`src/rtl/matvec_pkg.sv`:
```
// Shared definitions for the matrix-vector multiply-accumulate block.
package matvec_pkg;

    localparam logic [1:0] ST_IDLE = 2'd0;
    localparam logic [1:0] ST_MAC  = 2'd1;
    localparam logic [1:0] ST_DONE = 2'd2;

    typedef enum logic [1:0] {
        IDLE = ST_IDLE,
        MAC  = ST_MAC,
        DONE = ST_DONE
    } state_t;

    // Result width that holds N*(2^W-1)^2 without overflow.
    function automatic int acc_width(input int n, input int w);
        return 2 * w + $clog2(n);
    endfunction

endpackage

```
`src/rtl/mac_unit.sv`:
```
// Single multiply-accumulate: acc + a*b, purely combinational.
module mac_unit #(
    parameter int W    = 2,
    parameter int ACCW = 5
) (
    input  logic [W-1:0]    a,
    input  logic [W-1:0]    b,
    input  logic [ACCW-1:0] acc,
    output logic [ACCW-1:0] sum
);

    // Operands are widened first so the product keeps full precision.
    assign sum = acc + ACCW'(a) * ACCW'(b);

endmodule

```
`src/rtl/matvec_mac.sv`:
```
// Sequential N x N matrix by N-vector multiplier, one MAC per clock.
//
// state | meaning
// IDLE  | waiting for operands, in_ready high
// MAC   | stepping through mat[r][c]*vec[c], one element per edge
// DONE  | result valid on vec_out until out_ready
module matvec_mac
    import matvec_pkg::*;
#(
    parameter int  N    = 2,
    parameter int  W    = 2,
    localparam int ACCW = acc_width(N, W)
) (
    input  logic                clk,
    input  logic                reset_n,
    input  logic [N*N*W-1:0]    mat_in,
    input  logic [N*W-1:0]      vec_in,
    input  logic                in_valid,
    output logic                in_ready,
    output logic [N*ACCW-1:0]   vec_out,
    output logic                out_valid,
    input  logic                out_ready
);

    localparam int CW = $clog2(N);

    state_t              state_q;
    state_t              state_d;
    logic [N*N*W-1:0]    mat_q;
    logic [N*W-1:0]      vec_q;
    logic [ACCW-1:0]     acc [N];
    logic [CW-1:0]       r_q;
    logic [CW-1:0]       c_q;
    logic [W-1:0]        mac_a;
    logic [W-1:0]        mac_b;
    logic [ACCW-1:0]     mac_acc;
    logic [ACCW-1:0]     mac_sum;
    logic                last_step;

    assign last_step = (r_q == CW'(N - 1)) && (c_q == CW'(N - 1));

    // Row/column select feeding the single shared MAC.
    assign mac_a   = mat_q[(int'(r_q) * N + int'(c_q)) * W +: W];
    assign mac_b   = vec_q[int'(c_q) * W +: W];
    assign mac_acc = acc[r_q];

    mac_unit #(
        .W    (W),
        .ACCW (ACCW)
    ) u_mac (
        .a   (mac_a),
        .b   (mac_b),
        .acc (mac_acc),
        .sum (mac_sum)
    );

    // State register.
    always_ff @(posedge clk or negedge reset_n) begin
        if (!reset_n) begin
            state_q <= IDLE;
        end else begin
            state_q <= state_d;
        end
    end

    // Next-state and handshake decode from registered state only.
    always_comb begin
        state_d   = state_q;
        in_ready  = 1'b0;
        out_valid = 1'b0;
        case (state_q)
            IDLE: begin
                in_ready = 1'b1;
                if (in_valid) state_d = MAC;
            end
            MAC: begin
                if (last_step) state_d = DONE;
            end
            DONE: begin
                out_valid = 1'b1;
                if (out_ready) state_d = IDLE;
            end
            default: state_d = IDLE;
        endcase
    end

    // Operand capture, accumulator update and row/column stepping.
    always_ff @(posedge clk or negedge reset_n) begin
        if (!reset_n) begin
            mat_q <= '0;
            vec_q <= '0;
            r_q   <= '0;
            c_q   <= '0;
            for (int i = 0; i < N; i++) acc[i] <= '0;
        end else if (state_q == IDLE && in_valid) begin
            mat_q <= mat_in;
            vec_q <= vec_in;
            r_q   <= '0;
            c_q   <= '0;
            for (int i = 0; i < N; i++) acc[i] <= '0;
        end else if (state_q == MAC) begin
            acc[r_q] <= mac_sum;
            if (c_q == CW'(N - 1)) begin
                c_q <= '0;
                r_q <= (r_q == CW'(N - 1)) ? '0 : r_q + 1'b1;
            end else begin
                c_q <= c_q + 1'b1;
            end
        end
    end

    // Result vector is a direct view of the accumulators.
    always_comb begin
        vec_out = '0;
        for (int i = 0; i < N; i++) vec_out[i * ACCW +: ACCW] = acc[i];
    end

endmodule

```
`config.mk`:
```
export PLATFORM = sky130hd
export DESIGN_NAME = matvec_mac
export DESIGN_NICKNAME = d
export VERILOG_FILES = /design/src/rtl/matvec_pkg.sv /design/src/rtl/mac_unit.sv /design/src/rtl/matvec_mac.sv
export SDC_FILE = /design/constraint.sdc
export NUM_CORES = 1
export LEC_CHECK = 0
export ABC_CLOCK_PERIOD_IN_PS = 5700
export BUFFER_PORTS_ARGS = -buffer_cell sky130_fd_sc_hd__buf_2
export CAP_MARGIN = 20
export CORE_ASPECT_RATIO = 0.75
export CORE_UTILIZATION = 45
export CTS_BUF_LIST = sky130_fd_sc_hd__clkbuf_8
export DETAILED_ROUTE_END_ITERATION = 16
export HOLD_SLACK_MARGIN = 0.05
export MAX_ROUTING_LAYER = met4
export PLACE_DENSITY = 0.69
export SYNTH_ARGS = -nofsm -noshare
export SYNTH_HDL_FRONTEND = slang
export SYNTH_SLANG_ARGS = --single-unit
```
`constraint.sdc`:
```
create_clock -name clk -period 5.7 [get_ports clk]
set_input_delay 0.285 -clock clk [delete_from_list [all_inputs] [get_ports clk]]
set_output_delay 0.285 -clock clk [all_outputs]
set_load 0.005 [all_outputs]
```
==> impl_metrics.csv <==
group,metric,value,unit
routing,drc,0,
critical_path,crit_path_frequent_cell,"fa_1",
routing,postRouteWirelength,2.482,mm
critical_path,start_kind,"flip-flop",
pwr,seq_power_share,0.361,
critical_path,crit_cells,7,
sta,drv_slew,0,
sta,fin_worst_skew,0.003459,ns
floorplanning,die_w,65.69,µm
global_routing,grt_pass1_vias,892,
global_routing,gr-total-overflow,0,
pwr,p_int,624.4,µW
layout,post-route-util,0.5771,
floorplanning,fp.dieArea,0.003269,mm²
floorplanning,io_pins,28,
pwr,p_sw_frac,0.3665,
layout,area_growth,15.63,%
routing,drtAntennaViolNets,0,
sta,fin_crit_sh,0.4836,
routing,vias,900,
critical_path,crit_type,"reg2reg",
clock_network,clk_latency,0.27,ns
global_routing,grt_pass1_wl,4.133,mm
floorplanning,initial_utilization,0.4991,
yosys,syn-cell-area,0.001369,mm²
critical_path,slowest_stage,"dfrtp_1",
critical_path,critPathBufInv,1,
status,status,"completed",
yosys,syn-num-nets,128,
clock_network,cts_buffer_depth,2,
min_path,hold_class,"in2reg",
sta,slew-limit-headroom,0.4701,
clock_network,numCtsBuffers,3,
sta,grt_setup_unrepaired,"no",
flow_run,cap_violations,0,
yosys,synth_area_leaders,"dfrtp_1, mux2_2, a22o_1",
clock_network,h-tree-depth,1,
critical_path,crit_path_max_incr_delay,0.59,ns
clock_network,clockRootBuffer,"clkbuf_8",
sta,whs,0.2429,ns
layout,fin_nets,155,
min_path,whs_path_depth,2,
yosys,synthArstFlopShare,1.000,
critical_path,cp_data_arrival_time,2.92,ns
yosys,synth-main-ff-cell,"dfrtp_1",
placement,dp.cells,162,
sta,tightest_slew,0.7940,ns
sta,max_freq,362.8,MHz
yosys,synth_edf_count,0,
routing,drtIter0Drc,49,
global_routing,grt_use_total,0.1746,
global_routing,antenna_found_initial,0,
global_routing,grt_max_degree,27,
layout,final_cells,167,
pwr,combPwrFrac,0.485,
routing,first_pass_iters,3,
yosys,synth_cells,105,
clock_network,path_clk_slew,0.09,ns
floorplanning,dieHeight,49.77,µm
yosys,yosysSeqAreaShare,0.4753,
critical_path,crit_family,"adder cells",
critical_path,crit_required,5.86,ns
pwr,clkPwrFrac,0.154,
sta,setup_viol,0,
sta,timing.final.crit_period,2.757,ns
pwr,ir_drop,0.0002609,V
critical_path,ff2ff_path_depth,7,
yosys,yosysTopAreaCell,"dfrtp_1",
yosys,avgSynthCellArea,13.04,µm²
yosys,ys_warn_count,0,
clock_network,cts_tree,"yes",
sta,tns,0,ns
floorplanning,rows,16,
placement,place_ws,2.944,ns
sta,finalHoldViolCount,0,
yosys,ys_ff_latch,26,
routing,route.detailed.wl_per_inst,14.86,µm
floorplanning,fp.coreArea,0.002743,mm²
yosys,synth_top_area_share,0.4753,
sta,setup_ws,2.943,ns
placement,gp_congestion,0.7675,
clock_network,clock_sinks,26,
pwr,leakage,0.0007818,µW
layout,fillers,233,
pwr,powerDensity,622.7,mW/mm²
layout,diodes,0,
critical_path,cp-end-kind,"flip-flop",
placement,numPortBuffers,27,
placement,dpl.hpwl,1.844,mm
critical_path,crit_fanout,10,
layout,drive_gt1_frac,0.3893,
pwr,p_sw,361.2,µW
critical_path,crit_chain,"mux4_2, nand2b_1, fa_1, inv_1, ha_1, fa_1, a22o_1",
routing,routed_via_density,5.389,
yosys,yosys.cell_types.count,32,
-- cells in the final DEF (no fill, tap or decap) --
cell and count:
a21o_1 1, o21ai_0 2, nand3_1 2, buf_2 27, a31oi_1 1, nor2b_1 3
a22oi_1 1, dfrtp_1 26, mux2_2 15, or3b_1 1, and3_1 1, mux2i_1 4
nand2b_1 4, ha_1 5, o21ai_2 1, and3b_1 1, clkbuf_8 3, a22o_1 10
bufinv_16 1, o21a_1 1, fa_1 2, nor3b_2 1, nor3_1 1, inv_1 4
nor3b_4 1, nand2_1 1, o21bai_1 1, mux4_2 2, xor2_1 1, dlygate4sd3_1 1
nor2_1 3, a21oi_1 2, o22a_1 1
-- sequential cells by signal, indices dropped and copies added, names as in the netlist --
register and cells:
r_q 1, vec_out 10, vec_q 4, c_q 1, state_q 2, mat_q 8
-- final cells by class --
cell class	instances	area, µm²	share of cell area
flip-flops and latches	26	650.6	0.4111
multi-input cells	69	655.6	0.4142
well taps	36	45.04	0.02846
repair buffers	28	145.1	0.09170
clock inverters	1	30.03	0.01897
clock buffers	3	41.29	0.02609
inverters	4	15.01	0.009486
-- cells in the mapped netlist (2+ instances only) --
cell and number:
nand3_1 2, buf_6 2, ha_1 5, buf_2 2, a21oi_1 2, buf_4 2
fa_1 2, mux2_2 15, nand2b_1 4, mux2i_1 4, o21ai_0 2, nor2b_1 3
a22o_1 10, dfrtp_1 26, nor2_1 3, mux4_2 2, inv_1 4
-- path summary, 6_finish.rpt --
| check | start | endpoint | slack (ns) |
|---|---|---|---|
| setup / recovery | c_q | vec_out[2] | 2.94 |
| hold / removal | mat_in[0] | mat_q[0] | 0.24 |
| setup reg to reg | c_q | vec_out[2] | 2.94 |
| hold reg to reg | mat_q[0] | mat_q[0] | 0.52 |
| max in group asynchronous | reset_n | vec_out[5] | 4.79 |
| min in group asynchronous | reset_n | vec_out[7] | 0.53 |
-- repair_timing --
item                      4_1_cts  5_1_grt
setup buffers                   0        0
hold buffers                    1        0
hold endpoints to repair       26        0
resized for setup               0        0
-- metal layers --
layer / vias up / GRT usage / routed length (µm)
met2: 16 / 0.2704 / 1166
li1: 432 / - / -
met1: 450 / 0.2275 / 1215
met5: - / - / 0
met3: 2 / 0.05093 / 91
met4: 0 / 0.03623 / 8
-- worst reg2reg max path, delay by kind of cell (launching register included) --
family / cells / cell delay [ns]
AND/OR/NAND/NOR: 1 / 0.11
multiplexers: 1 / 0.57
AO/OA/AOI/OAI: 1 / 0.23
buffers and inverters: 1 / 0.06
flip-flops: 1 / 0.59
adder cells (fa/ha/maj): 3 / 1.08
-- per-stage QoR --
stage	cell area, µm²	power (µW)
floorplan	1369	729.4
global placement	1501	810.3
detailed placement	1501	837.7
CTS	1583	993.3
global route	1583	1062
finish	1583	985.6
-- kinds of logic (layout without fill, tap and decap cells) --
| group | count (synthesis) | count (layout) | synth area share |
|---|---|---|---|
| buf+inv | 10 | 36 | 0.04570 |
| compound gates | 21 | 21 | 0.1179 |
| fa+ha+maj | 7 | 7 | 0.07496 |
| flops | 26 | 26 | 0.4753 |
| mux | 21 | 21 | 0.1856 |
| xor+xnor | 1 | 1 | 0.006400 |
| simple gates | 19 | 19 | 0.09415 |
-- power groups by stage --
stage / Combinational, µW / Sequential (µW) / Clock, µW
2_1_floorplan: 421 / 308 / 0
3_3_place_gp: 457 / 353 / 0
3_5_place_dp: 478 / 360 / 0
4_1_cts: 481 / 356 / 156
5_1_grt: 531 / 370 / 161
6_report: 478 / 356 / 151
Note: power is estimated with default switching activity, not from simulation.
